<file path="src/rtl/serv_bus_arbiter_pkg.sv">
// serv_bus_arbiter_pkg
//   Shared types and constants for the SERV bus arbiter slice:
//   FSM state encoding, last-grant flag encoding, default timeout and
//   the wait-counter width helper.
package serv_bus_arbiter_pkg;

    typedef enum logic [1:0] {
        IDLE  = 2'd0,
        GNT_I = 2'd1,
        GNT_D = 2'd2
    } arb_state_t;

    typedef enum logic {
        LAST_IBUS = 1'b0,
        LAST_DBUS = 1'b1
    } last_gnt_t;

    localparam int unsigned DEFAULT_TIMEOUT = 255;

    // Counter width for a given timeout; a disabled timeout (0) still
    // gets a 1-bit counter so no zero-width vector is ever declared.
    function automatic int unsigned wait_width(input int unsigned timeout);
        return (timeout == 0) ? 1 : $clog2(timeout + 1);
    endfunction

endpackage

</file>
<file path="src/rtl/serv_bus_arbiter_if.sv">
// serv_bus_arbiter_if
//   Bundles the instruction bus, data bus and shared Wishbone port of the
//   arbiter. Signal names keep the arbiter-relative i_/o_ prefixes.
//   Modports:
//     slave  - the arbiter: takes i_* requests/responses, drives o_*
//     master - the environment: drives i_*, observes o_*
interface serv_bus_arbiter_if;
    logic [31:0] i_ibus_adr;
    logic        i_ibus_cyc;
    logic [31:0] o_ibus_rdt;
    logic        o_ibus_ack;

    logic [31:0] i_dbus_adr;
    logic [31:0] i_dbus_dat;
    logic [3:0]  i_dbus_sel;
    logic        i_dbus_we;
    logic        i_dbus_cyc;
    logic [31:0] o_dbus_rdt;
    logic        o_dbus_ack;

    logic [31:0] o_wb_adr;
    logic [31:0] o_wb_dat;
    logic [3:0]  o_wb_sel;
    logic        o_wb_we;
    logic        o_wb_cyc;
    logic [31:0] i_wb_rdt;
    logic        i_wb_ack;

    logic        o_timeout;

    modport slave (
        input  i_ibus_adr, i_ibus_cyc,
        input  i_dbus_adr, i_dbus_dat, i_dbus_sel, i_dbus_we, i_dbus_cyc,
        input  i_wb_rdt, i_wb_ack,
        output o_ibus_rdt, o_ibus_ack,
        output o_dbus_rdt, o_dbus_ack,
        output o_wb_adr, o_wb_dat, o_wb_sel, o_wb_we, o_wb_cyc,
        output o_timeout
    );

    modport master (
        output i_ibus_adr, i_ibus_cyc,
        output i_dbus_adr, i_dbus_dat, i_dbus_sel, i_dbus_we, i_dbus_cyc,
        output i_wb_rdt, i_wb_ack,
        input  o_ibus_rdt, o_ibus_ack,
        input  o_dbus_rdt, o_dbus_ack,
        input  o_wb_adr, o_wb_dat, o_wb_sel, o_wb_we, o_wb_cyc,
        input  o_timeout
    );
endinterface

</file>
<file path="src/rtl/serv_bus_arbiter_wait_timer.sv">
// serv_wait_timer
//   Counts grant cycles spent waiting for an acknowledge.
//   Ports:
//     clk     - clock
//     rst     - synchronous active-high reset
//     clear   - zero the count (held while the arbiter is idle)
//     enable  - count one waiting cycle
//     expired - count has reached TIMEOUT-1 (never set when TIMEOUT=0)
module serv_wait_timer
    import serv_bus_arbiter_pkg::*;
#(
    parameter int unsigned TIMEOUT = DEFAULT_TIMEOUT
) (
    input  logic clk,
    input  logic rst,
    input  logic clear,
    input  logic enable,
    output logic expired
);

    localparam int unsigned W = wait_width(TIMEOUT);
    localparam logic [W-1:0] LIMIT = (TIMEOUT == 0) ? '0 : W'(TIMEOUT - 1);

    logic [W-1:0] count;

    // Saturates instead of wrapping.
    always_ff @(posedge clk) begin
        if (rst || clear) begin
            count <= '0;
        end else if (enable && (count != '1)) begin
            count <= count + W'(1);
        end
    end

    assign expired = (TIMEOUT != 0) && (count == LIMIT);

endmodule

</file>
<file path="src/rtl/serv_bus_arbiter.sv">
// serv_bus_arbiter
//   Shares one Wishbone master port between the SERV instruction and data
//   buses. Three-state FSM (IDLE, GNT_I, GNT_D), round-robin on ties via a
//   1-bit last-grant flag, and an optional wait timeout that completes a
//   stalled access with an error ack (rdt=0) and a one-cycle o_timeout.
//   Ports:
//     i_clk - clock, rising edge
//     i_rst - synchronous active-high reset
//     bus   - ibus/dbus request side and shared Wishbone port (slave modport)
module serv_bus_arbiter
    import serv_bus_arbiter_pkg::*;
#(
    parameter int unsigned TIMEOUT = DEFAULT_TIMEOUT
) (
    input  logic                i_clk,
    input  logic                i_rst,
    serv_bus_arbiter_if.slave   bus
);

    arb_state_t state;
    last_gnt_t  last;

    logic gnt_i;
    logic gnt_d;
    logic active;
    logic ack;
    logic timeout;
    logic expired;
    logic leave;

    always_comb begin
        gnt_i   = (state == GNT_I);
        gnt_d   = (state == GNT_D);
        active  = (gnt_i && bus.i_ibus_cyc) || (gnt_d && bus.i_dbus_cyc);
        // Completions are suppressed while reset is asserted so a grant
        // interrupted by reset never acks either bus.
        ack     = active && bus.i_wb_ack && !i_rst;
        // A real ack in the limit cycle wins over the timeout.
        timeout = active && !bus.i_wb_ack && expired && !i_rst;
        leave   = (gnt_i && !bus.i_ibus_cyc) || (gnt_d && !bus.i_dbus_cyc) ||
                  ack || timeout;
    end

    always_comb begin
        bus.o_wb_adr = '0;
        bus.o_wb_dat = '0;
        bus.o_wb_sel = '0;
        bus.o_wb_we  = 1'b0;
        case (state)
            GNT_I: begin
                bus.o_wb_adr = bus.i_ibus_adr;
                bus.o_wb_sel = 4'hf;
            end
            GNT_D: begin
                bus.o_wb_adr = bus.i_dbus_adr;
                bus.o_wb_dat = bus.i_dbus_dat;
                bus.o_wb_sel = bus.i_dbus_sel;
                bus.o_wb_we  = bus.i_dbus_we;
            end
            default: ;
        endcase
        bus.o_wb_cyc   = active && !timeout;
        bus.o_ibus_ack = gnt_i && (ack || timeout);
        bus.o_ibus_rdt = (gnt_i && ack) ? bus.i_wb_rdt : '0;
        bus.o_dbus_ack = gnt_d && (ack || timeout);
        bus.o_dbus_rdt = (gnt_d && ack) ? bus.i_wb_rdt : '0;
        bus.o_timeout  = timeout;
    end

    always_ff @(posedge i_clk) begin
        if (i_rst) begin
            state <= IDLE;
            last  <= LAST_IBUS;
        end else begin
            case (state)
                IDLE: begin
                    if (bus.i_ibus_cyc && bus.i_dbus_cyc) begin
                        state <= (last == LAST_IBUS) ? GNT_D : GNT_I;
                    end else if (bus.i_ibus_cyc) begin
                        state <= GNT_I;
                    end else if (bus.i_dbus_cyc) begin
                        state <= GNT_D;
                    end
                end
                GNT_I: begin
                    if (leave) begin
                        state <= IDLE;
                        last  <= LAST_IBUS;
                    end
                end
                GNT_D: begin
                    if (leave) begin
                        state <= IDLE;
                        last  <= LAST_DBUS;
                    end
                end
                default: state <= IDLE;
            endcase
        end
    end

    // Held clear throughout IDLE, so every grant starts counting from zero.
    serv_wait_timer #(
        .TIMEOUT(TIMEOUT)
    ) wait_timer (
        .clk     (i_clk),
        .rst     (i_rst),
        .clear   (state == IDLE),
        .enable  (active && !bus.i_wb_ack),
        .expired (expired)
    );

endmodule

</file>
<file path="src/flat_wrapper.sv">
// flat-port wrapper written by rule: the top's interface ports become plain ports
module serv_bus_arbiter_flat import serv_bus_arbiter_pkg::*;
#(
    parameter int unsigned TIMEOUT = DEFAULT_TIMEOUT
)
  (i_clk, i_rst, bus_i_ibus_adr, bus_i_ibus_cyc, bus_i_dbus_adr, bus_i_dbus_dat, bus_i_dbus_sel, bus_i_dbus_we, bus_i_dbus_cyc, bus_i_wb_rdt, bus_i_wb_ack, bus_o_ibus_rdt, bus_o_ibus_ack, bus_o_dbus_rdt, bus_o_dbus_ack, bus_o_wb_adr, bus_o_wb_dat, bus_o_wb_sel, bus_o_wb_we, bus_o_wb_cyc, bus_o_timeout);
  serv_bus_arbiter_if bus_i ();
  input  logic i_clk;
  input  logic i_rst;
  input wire logic [$bits(bus_i.i_ibus_adr)-1:0] bus_i_ibus_adr;
  input wire logic [$bits(bus_i.i_ibus_cyc)-1:0] bus_i_ibus_cyc;
  input wire logic [$bits(bus_i.i_dbus_adr)-1:0] bus_i_dbus_adr;
  input wire logic [$bits(bus_i.i_dbus_dat)-1:0] bus_i_dbus_dat;
  input wire logic [$bits(bus_i.i_dbus_sel)-1:0] bus_i_dbus_sel;
  input wire logic [$bits(bus_i.i_dbus_we)-1:0] bus_i_dbus_we;
  input wire logic [$bits(bus_i.i_dbus_cyc)-1:0] bus_i_dbus_cyc;
  input wire logic [$bits(bus_i.i_wb_rdt)-1:0] bus_i_wb_rdt;
  input wire logic [$bits(bus_i.i_wb_ack)-1:0] bus_i_wb_ack;
  output wire logic [$bits(bus_i.o_ibus_rdt)-1:0] bus_o_ibus_rdt;
  output wire logic [$bits(bus_i.o_ibus_ack)-1:0] bus_o_ibus_ack;
  output wire logic [$bits(bus_i.o_dbus_rdt)-1:0] bus_o_dbus_rdt;
  output wire logic [$bits(bus_i.o_dbus_ack)-1:0] bus_o_dbus_ack;
  output wire logic [$bits(bus_i.o_wb_adr)-1:0] bus_o_wb_adr;
  output wire logic [$bits(bus_i.o_wb_dat)-1:0] bus_o_wb_dat;
  output wire logic [$bits(bus_i.o_wb_sel)-1:0] bus_o_wb_sel;
  output wire logic [$bits(bus_i.o_wb_we)-1:0] bus_o_wb_we;
  output wire logic [$bits(bus_i.o_wb_cyc)-1:0] bus_o_wb_cyc;
  output wire logic [$bits(bus_i.o_timeout)-1:0] bus_o_timeout;
  assign bus_i.i_ibus_adr = bus_i_ibus_adr;
  assign bus_i.i_ibus_cyc = bus_i_ibus_cyc;
  assign bus_i.i_dbus_adr = bus_i_dbus_adr;
  assign bus_i.i_dbus_dat = bus_i_dbus_dat;
  assign bus_i.i_dbus_sel = bus_i_dbus_sel;
  assign bus_i.i_dbus_we = bus_i_dbus_we;
  assign bus_i.i_dbus_cyc = bus_i_dbus_cyc;
  assign bus_i.i_wb_rdt = bus_i_wb_rdt;
  assign bus_i.i_wb_ack = bus_i_wb_ack;
  assign bus_o_ibus_rdt = bus_i.o_ibus_rdt;
  assign bus_o_ibus_ack = bus_i.o_ibus_ack;
  assign bus_o_dbus_rdt = bus_i.o_dbus_rdt;
  assign bus_o_dbus_ack = bus_i.o_dbus_ack;
  assign bus_o_wb_adr = bus_i.o_wb_adr;
  assign bus_o_wb_dat = bus_i.o_wb_dat;
  assign bus_o_wb_sel = bus_i.o_wb_sel;
  assign bus_o_wb_we = bus_i.o_wb_we;
  assign bus_o_wb_cyc = bus_i.o_wb_cyc;
  assign bus_o_timeout = bus_i.o_timeout;
  serv_bus_arbiter #(.TIMEOUT(TIMEOUT)) u_core (.i_clk(i_clk), .i_rst(i_rst), .bus(bus_i));
endmodule
</file>
<file path="config.mk">
export PLATFORM = sky130hd
export DESIGN_NAME = serv_bus_arbiter_flat
export DESIGN_NICKNAME = d
export VERILOG_FILES = /design/src/rtl/serv_bus_arbiter_pkg.sv /design/src/rtl/serv_bus_arbiter_if.sv /design/src/rtl/serv_bus_arbiter_wait_timer.sv /design/src/rtl/serv_bus_arbiter.sv /design/src/flat_wrapper.sv
export SDC_FILE = /design/constraint.sdc
export NUM_CORES = 1
export LEC_CHECK = 0
export BUFFER_PORTS_ARGS = -buffer_cell sky130_fd_sc_hd__buf_2
export CAP_MARGIN = 20
export CORE_AREA = 2 2 106 108
export DETAILED_ROUTE_END_ITERATION = 10
export DIE_AREA = 0 0 108 110
export GPL_TIMING_DRIVEN = 0
export PLACE_DENSITY = 0.62
export SYNTH_ARGS = -nofsm -noshare
export SYNTH_HDL_FRONTEND = slang
export SYNTH_SLANG_ARGS = --single-unit
</file>
<file path="constraint.sdc">
create_clock -name i_clk -period 3.5 [get_ports i_clk]
set_input_delay 0.175 -clock i_clk [delete_from_list [all_inputs] [get_ports i_clk]]
set_output_delay 0.175 -clock i_clk [all_outputs]
set_load 0.01 [all_outputs]
</file>
# --- Word-level counts from Yosys, hierarchy flattened ---
# Cells that the tools add are included.
op_classes:
  addsub: 1
  n_mul: 0
  div_mod_pow: 0
  magnitude_cmp: 0
  n_eq_ne: 8
  n_shift: 0
  muxes: 15
  bitwise: 0
  reduce_logical: 32
op_table:
  columns: ["operator", "n"]
  rows:
  - ["2-to-1 mux 32 bit", 3]
  - ["one-hot mux 32 bit (2 select lines)", 1]
  - ["logical AND 1 bit", 16]
  - ["2-to-1 mux 2 bit", 5]
  - ["adder 8 x 1 -> 8 bit, second input constant", 1]
  - ["== test 8 bit, second input constant", 1]
  - ["inequality test 8 bit, second input constant", 1]
  - ["one-hot mux 4 bit (2 select lines)", 1]
  - ["logical OR 1 bit", 6]
  - ["zero test 1 bit", 5]
  - ["inequality test 2 bit, second input constant", 2]
  - ["inequality test 4 x 3 -> 1 bit, second input constant", 1]
  - ["one-hot mux 2 bit (2 select lines)", 1]
  - ["2-to-1 mux 1 bit", 3]
  - ["AND reduction 3 bit", 1]
  - ["== test 2 x 1 -> 1 bit, second input constant", 1]
  - ["== test 2 bit, second input constant", 1]
  - ["zero test 2 bit", 1]
  - ["inequality test 2 x 1 -> 1 bit, second input constant", 1]
  - ["one-hot mux 1 bit (2 select lines)", 1]
  - ["AND reduction 2 bit", 1]
  - ["nonzero test 2 bit", 1]
  - ["OR reduction 2 bit", 1]
totals:
  register_bits: 11
  latch_bits: 0
  ramBits: 0
  rom_bits: 0
  in_bits: 138
  out_inout_bits: 137
  wordCells: 59
  mem_count: 0

# --- Depth between registers and ports, before layout ---
# Gate-level depths: netlist (run 1).
logic_depth:
  ltp_word: 9
  mapped_depth: 8
  mapped_depth_nobuf: 6

# --- Hierarchy ---
# A second synthesis (run 1) with hierarchy kept.
unflattened:
  cells_unflattened: 278
  area_unflattened_um2: 1871.8
modules_own_cells:
  columns: ["mod", "instances", "cells_per_inst", "area_each_um2", "seq_area_each_um2"]
  rows:
  - ["serv_bus_arbiter", 1, 228, 1422.6, 60.1]
  - ["serv_wait_timer", 1, 50, 449.2, 160.2]

# --- Worst setup path after synthesis (run 1) ---
# No wires, ideal clock.
synth_timing:
  path_kind: "register to output"
  startpoint: "reg u_core.state[1]"
  endpoint: "out bus_o_dbus_rdt[22]"
  arrival_time_ps: 1736
  t_required_ps: 3325
  path_slack_ps: 1589
  stages_incl_launch_ff: 9
  n_path_buf: 3
  cell_sequence: "dfxtp_1 > inv_1 > ha_1 > buf_2 > a22oi_2 > nor3b_2 > clkbuf_1 > clkbuf_1 > and3_1"
synth_via:
  elab_chain_cells: 7
  word_cells_on_any_way: 9
  classes_between: "2 x eq/ne; 1 x mux; 6 x reduce/logical"
synth_rtl:
  columns: ["element", "line", "source"]
  rows:
  - ["start, declared", "serv_bus_arbiter.sv:20", "arb_state_t state;"]
  - ["start signal, assigned", "serv_bus_arbiter.sv:78", "state <= (last == LAST_IBUS) ? GNT_D : GNT_I;"]
  - ["== test 2 x 1 -> 1 bit or == test 2 bit (tied branches)", "serv_bus_arbiter.sv:32, serv_bus_arbiter.sv:33", null]
  - ["logical AND 1 bit", "serv_bus_arbiter.sv:34", "active = (gnt_i && bus.i_ibus_cyc) || (gnt_d && bus.i_dbus_cyc);"]
  - ["logical OR 1 bit", "serv_bus_arbiter.sv:34", null]
  - ["logical AND 1 bit (2 in a row)", "serv_bus_arbiter.sv:37", "ack = active && bus.i_wb_ack && !i_rst;"]
  - ["logical AND 1 bit (*)", "serv_bus_arbiter.sv:66", "bus.o_dbus_rdt = (gnt_d && ack) ? bus.i_wb_rdt : '0;"]
  - ["2-to-1 mux 32 bit (*)", "serv_bus_arbiter.sv:66", null]
  - ["end, declared", "flat_wrapper.sv:21", "output wire logic [$bits(bus_i.o_dbus_rdt)-1:0] bus_o_dbus_rdt;"]
# Mark *: on every way between the ends. The rest lies on a longest branch, timed or not.

# --- Final worst setup path (run 1) ---
layout_timing:
  startpoint: "reg u_core.state[1]"
  endpoint: "out bus_o_ibus_rdt[7]"
layout_via:
  elab_chain_cells: 7
  word_cells_on_any_way: 9
  classes_between: "2 x eq/ne; 1 x mux; 6 x reduce/logical"
layout_rtl:
  columns: ["element", "line", "source"]
  rows:
  - ["== test 2 x 1 -> 1 bit or == test 2 bit (tied branches)", "serv_bus_arbiter.sv:32, serv_bus_arbiter.sv:33", null]
  - ["logical AND 1 bit", "serv_bus_arbiter.sv:34", null]
  - ["logical OR 1 bit", "serv_bus_arbiter.sv:34", null]
  - ["logical AND 1 bit (2 in a row)", "serv_bus_arbiter.sv:37", null]
  - ["logical AND 1 bit (*)", "serv_bus_arbiter.sv:64", "bus.o_ibus_rdt = (gnt_i && ack) ? bus.i_wb_rdt : '0;"]
  - ["2-to-1 mux 32 bit (*)", "serv_bus_arbiter.sv:64", null]
  - ["end, declared", "flat_wrapper.sv:19", "output wire logic [$bits(bus_i.o_ibus_rdt)-1:0] bus_o_ibus_rdt;"]
# Marks and branches as above.

==> results of run 1 <==
## state kept, by name, indices dropped and copies added, names as in the netlist
signal and cells:
u_core.wait_timer.count 8, u_core.state 2, u_core.last 1
## layout by cell type, fill, tap and decap left out, drive strengths merged, types with 5 or more instances in the layout
master,n
dfxtp,11
and2,34
and3,64
a22oi,33
clkbuf,29
nor2,7
nand2,13
inv,5
nor2b,39
ha,5
a21oi,9
buf,279
## worst paths after layout
kind | from | endpoint | slack [ns] | cells past startpoint
worst max-delay path | u_core.state[1] | bus_o_ibus_rdt[7] | 0.53 | 9
worst min-delay path | i_rst | u_core.wait_timer.count[5] | 0.30 | 3
worst max register to register | u_core.state[1] | u_core.last | 1.30 | 8
worst min register to register | u_core.last | u_core.last | 0.47 | 2
## worst min-delay path, cell delays in order
cell and delay [ns]:
buf_2 0.15, or3_1 0.12, o41ai_1 0.05
## per-layer routing
| metal | track usage [%] | share of wire (%) | vias up |
|---|---|---|---|
| li1 | - | - | 1580 |
| met1 | 19.2 | 41 | 1418 |
| met4 | 4.21 | 2.5 | 0 |
| met3 | 3.94 | 9.2 | 17 |
| met5 | 0 | 0 | - |
| met2 | 26.5 | 47 | 133 |
## per-stage QoR
step | setup slack, ns | total power [mW] | hold WS [ns]
global placement | 0.797 | 1.30 | 0.458
finish | 0.528 | 1.42 | 0.304
global route | 0.205 | 1.55 | 0.337
floorplan | 1.59 | 0.833 | 0.352
detailed placement | 0.671 | 1.30 | 0.460
CTS | 0.424 | 1.43 | 0.297
## area by class of cell
class	count	area, um2
plain buffers	31	118
clock buffers	3	41.3
clock inverters	1	5.00
fillers	1228	7190
inverters	5	18.8
multi-input cells	239	1560
flip-flops and latches	11	220
well taps	140	175
repair buffers	274	1370
## cells by family (layout without fill, tap and decap cells)
kind of cell	count (synthesis)	after routing
compound gates	58	58
fa+ha+maj	5	5
buf+inv	36	314
flops	11	11
mux	2	2
simple gates	174	174
## power groups by stage
| stage | Sequential, mW | Combinational [mW] | Clock (mW) |
|---|---|---|---|
| 3_5_place_dp | 0.148 | 1.15 | 0 |
| 6_report | 0.145 | 1.14 | 0.130 |
| 4_1_cts | 0.145 | 1.16 | 0.133 |
| 5_1_grt | 0.146 | 1.27 | 0.140 |
| 2_1_floorplan | 0.146 | 0.687 | 0 |
| 3_3_place_gp | 0.147 | 1.15 | 0 |
==> results_dict.tcl, run 1 <==
set metrics [dict create \
    outcome "finished, final reports clean" \
    drc_errors 0 \
    grt_pass1_wl_mm 14.5 \
    tightestPinTransition_ns 0.664 \
    yosys.area_share.simple_pct 55.0 \
    grt_max_degree 11 \
    diodes 0 \
    antenna_found_initial 0 \
    worst-setup-path-type "reg -> out" \
    yosysWarningCount 0 \
    combPwrFrac_pct 80.6 \
    synthArstFlopShare_pct 0 \
    synth_area_leaders "and3_1 21%, nor2b_1 13%, a22oi_1 13%, dfxtp_1 11%, and2_1 11%" \
    fp.dieW_um 108 \
    max-clock-path-buffers 2 \
    synth-edff-count 0 \
    max-cap-violations 0 \
    design_area_um2 3510 \
    layout.nets 708 \
    vias_per_cell 4.47 \
    fin_util_pct 32.8 \
    seq_area_frac_synth_pct 11.5 \
    rows 38 \
    synth_cells 286 \
    area_growth_pct 83.0 \
    drv_slew 0 \
    irDropWorstVdd_mv 0.213 \
    clk_pin_slew_worst_paths_ns 0.05 \
    pwr-share-clk_pct 9.2 \
    max_slew_margin_pct 55.7 \
    cts_made_buffers 3 \
    cts_resized 0 \
    core_um2 10700 \
    fmax_mhz 337 \
    synth_xor_area_share_pct 0 \
    synth_fa_ha_area_share_pct 3.26 \
    cts_htree_levels 1 \
    grt_pass1_vias 2751 \
    crit_fanout 10 \
    overflow 0 \
    synth_top_area_share_pct 20.9 \
    synth_compound_area_share_pct 22.1 \
    critPathTopFamily "buffers and inverters" \
    critPathMaxStageDelay_ns 0.42 \
    synth_top_family_by_area "simple AND/OR/NAND/NOR gates" \
    yosysMostFrequentCell "and3_1" \
    setup_violations 0 \
    yosys.area.top_type "and3_1" \
    synthFlopType "dfxtp_1" \
    gp_congestion 0.862 \
    io_buffers 274 \
    worstPathCellList "inv_1, ha_1, buf_2, a22oi_2, nor3b_2, clkbuf_1, clkbuf_1, and3_1, buf_2" \
    synthMuxAreaShare_pct 1.04 \
    cts_hold_repair.buffers 0 \
    hold_viol 0 \
    grtUsageTotal_pct 15.4 \
    leakage_nw 2.15 \
    routed_wl_mm 10.5 \
    p_int_uw 688 \
    cts_setup_buffers 0 \
    synth_nets 429 \
    critPathRequiredTime_ns 3.32 \
    netlist_top_cells_count "64 x and3_1, 39 x nor2b_1, 34 x and2_1, 32 x a22oi_1, 26 x clkbuf_1" \
    power.density_nw_per_um2 404 \
    crit_buf_inv 5 \
    dr.pass1.iters 4 \
    endpoint_kind "primary output" \
    ios 275 \
    cp_slowest_cell "nor3b_2" \
    synth.avg_cell_area_um2 6.71 \
    synth_seq_cells 11 \
    cp-start-kind "flop" \
    dp_hpwl_mm 8.89 \
    root_buffer "clkbuf_8" \
    placed_cells 700 \
    worstSkewPairLatency_ns 0.24 \
    route.vias.total 3148 \
    rsz0062_at_grt "false" \
    layout.cells.non_filler 704 \
    layout-drive-gt1-share_pct 50.5 \
    dieArea_um2 11900 \
    ant_nets 0 \
    start_util_pct 17.9 \
    cp.arrival_ns 2.80 \
    hp-class "in -> reg" \
    period_needed_ns 2.97 \
    wl_per_cell_um 14.9 \
    seqPwrFrac_pct 10.2 \
    die_y_um 110 \
    fin_setup_tns_ns 0 \
    tritoncts "built" \
    netlist_area_um2 1920 \
    netlist-cell-type-count 37 \
    fin_crit_sh_pct 84.9 \
    switching_power_uw 729 \
    switching_share_pct 51.4 \
    finalClockSkew_ns 0.00522 \
    cts.sinks 11 \
    drt-initial-drc-count 174 \
    dpl_cell_area_um2 3470 \
]
Note: power is estimated with default switching activity, not from simulation.
==> run 2, diff against run 1 <==
- CORE_AREA: 2 2 106 108 -> 2 2 105 107
- DIE_AREA: 0 0 108 110 -> 0 0 107 109
- PLACE_DENSITY: 0.62 -> 0.64
- clock period: 3.5 -> 2.7 ns (I/O delays scaled with it)
==> run 2 against run 1 <==
Effect of this change: sequential share of layout area about the same; clock power rose by 26%; register-to-register slack lost 0.72 ns; design area increased by 0.68%.
==> results_dict.tcl, run 2 (synthesis gave the netlist of run 1 again) <==
set metrics [dict create \
    outcome "finished, final reports clean" \
    cp.arrival_ns 2.33 \
    die_y_um 109 \
    vias_per_cell 4.45 \
    overflow 0 \
    dpl_cell_area_um2 3470 \
    pwr-share-clk_pct 9.0 \
    dieArea_um2 11700 \
    worst-setup-path-type "reg -> out" \
    holdPathStages 4 \
    antenna_found_initial 0 \
    regMostFlops "u_core.wait_timer.count" \
    grtUsageTotal_pct 15.3 \
    area_growth_pct 84.2 \
    start_util_pct 18.1 \
    crit_top_cell "clkbuf_1" \
    max-cap-violations 0 \
    final_common_cell "buf_2" \
    root_buffer "clkbuf_8" \
    layout-drive-gt1-share_pct 51.7 \
    setup_violations 0 \
    drv_slew 0 \
    cts.sinks 11 \
    worstSkewPairLatency_ns 0.24 \
    rsz0062_at_grt "false" \
    switching_power_uw 928 \
    routed_wl_mm 9.98 \
    rr_endpoint "u_core.state[0]" \
    combPwrFrac_pct 80.7 \
    design_area_um2 3540 \
    ios 275 \
    fin_crit_sh_pct 91.4 \
    seqPwrFrac_pct 10.3 \
    p_int_uw 898 \
    wl_per_cell_um 14.2 \
    cp_slowest_cell "clkbuf_1" \
    dp_hpwl_mm 8.30 \
    worstPathCellList "inv_1, ha_1, clkbuf_1, clkbuf_1, a22oi_1, nor2b_1, buf_2" \
    power.density_nw_per_um2 516 \
    max-clock-path-buffers 2 \
    grt_pass1_vias 2807 \
    hold_viol 0 \
    fillers 1222 \
    tritoncts "built" \
    clk_pin_slew_worst_paths_ns 0.05 \
    top_regs "u_core.wait_timer.count x8, u_core.state x2, u_core.last x1" \
    crit_buf_inv 4 \
    critPathRequiredTime_ns 2.57 \
    fmax_mhz 405 \
    cts_htree_levels 1 \
    hold_ws_ns 0.297 \
    grt_max_degree 11 \
    endpoint_kind "primary output" \
    critPathMaxStageDelay_ns 0.55 \
    gp_congestion 0.819 \
    dr.pass1.iters 4 \
    switching_share_pct 50.8 \
    largest_reg_flops 8 \
    leakage_nw 2.18 \
    grt_pass1_wl_mm 14.4 \
    hp-start "bus_i_ibus_cyc" \
    holdPathEnd "u_core.state[1]" \
    io_buffers 274 \
    cts_made_buffers 3 \
    finalClockSkew_ns 0.00170 \
    tightestPinTransition_ns 0.675 \
    core_um2 10600 \
    drt-initial-drc-count 171 \
    rr_startpoint "u_core.state[1]" \
    irDropWorstVdd_mv 0.284 \
    regToRegSetupSlack_ns 0.58 \
    mostFrequentLayoutCells "275 x buf_2, 64 x and3_1, 39 x nor2b_1, 34 x and2_1, 32 x a22oi_1" \
    critPathTopFamily "buffers and inverters" \
    period_needed_ns 2.47 \
    fp.dieW_um 107 \
    max_slew_margin_pct 55.0 \
    crit_fanout 10 \
    drc_errors 0 \
    rows 38 \
    hp-class "in -> reg" \
    route.vias.total 3134 \
    reg2reg_depth 7 \
    cp-start-kind "flop" \
    layout.nets 709 \
    ant_nets 0 \
    diodes 0 \
]
-- run 2: cell count changes in the layout (fill, tap and decap cells not counted), sizes merged --
cell	delta
buf	+1
-- run 2: timing repair --
item | CTS | global route
gates resized for setup | 4 | 8
hold buffers | 0 | 0
buffers inserted | 0 | 1
cloned | 0 | 0
pin swaps | 0 | 1
setup endpoints to repair | 40 | 40
-- run 2: power by group through the flow --
stage	sequential (mW)	clock, mW	combinational (mW)
global placement	0.191	0	1.47
detailed placement	0.192	0	1.47
floorplan	0.189	0	0.891
global route	0.189	0.181	1.63
finish	0.188	0.164	1.47
CTS	0.188	0.171	1.48
-- run 2: per-layer routing --
layer	part of all wire, %	track usage (%)	up-vias	wire length [um]
met5	0	0	-	0
met4	0.52	1.95	0	52
met3	5.9	1.73	5	587
met2	52	27.7	129	5170
met1	42	19.9	1419	4180
li1	-	-	1581	-
-- run 2: worst max path at each step --
| stage | endpoint | depth (start not counted) | start |
|---|---|---|---|
| after floorplan | bus_o_dbus_rdt[22] | 8 | u_core.state[1] |
| after global placement | bus_o_ibus_rdt[2] | 9 | u_core.state[1] |
| after detailed placement | bus_o_ibus_rdt[2] | 9 | u_core.state[1] |
| after CTS | bus_o_ibus_rdt[11] | 9 | u_core.state[1] |
| after global routing | bus_o_dbus_ack | 8 | u_core.state[1] |
| final | bus_o_wb_adr[14] | 7 | u_core.state[0] |
-- run 2: worst reg2reg max path, cell delays in order (launching register included) --
cell and delay (ns):
dfxtp_1 0.32, inv_1 0.07, ha_1 0.13, buf_2 0.24, a22oi_2 0.20, nor4_2 0.61, o31a_1 0.27, mux2i_1 0.21
-- run 2: cell type report --
| type | count | area [um2] | share of cell area, % |
|---|---|---|---|
| multi-input cells | 239 | 1570 | 44.4 |
| repair buffers | 275 | 1380 | 39.0 |
| flip-flops and latches | 11 | 220 | 6.23 |
| well taps | 140 | 175 | 4.95 |
| plain buffers | 31 | 128 | 3.61 |
| clock buffers | 3 | 41.3 | 1.17 |
| inverters | 5 | 18.8 | 0.531 |
| clock inverters | 1 | 5.00 | 0.142 |
-- run 2: through the flow --
stage          util (%)  std cells  TNS, ns  total power, mW  setup WS (ns)
6_report           33.3        705        0             1.83          0.233
5_1_grt            33.3        705        0             2.00        0.00275
4_1_cts            33.2        704        0             1.84         0.0117
3_5_place_dp       32.7        700        0             1.67        0.00214
3_3_place_gp       32.7        700   -0.210             1.66        -0.0439
2_1_floorplan         -        286        0             1.08          0.829
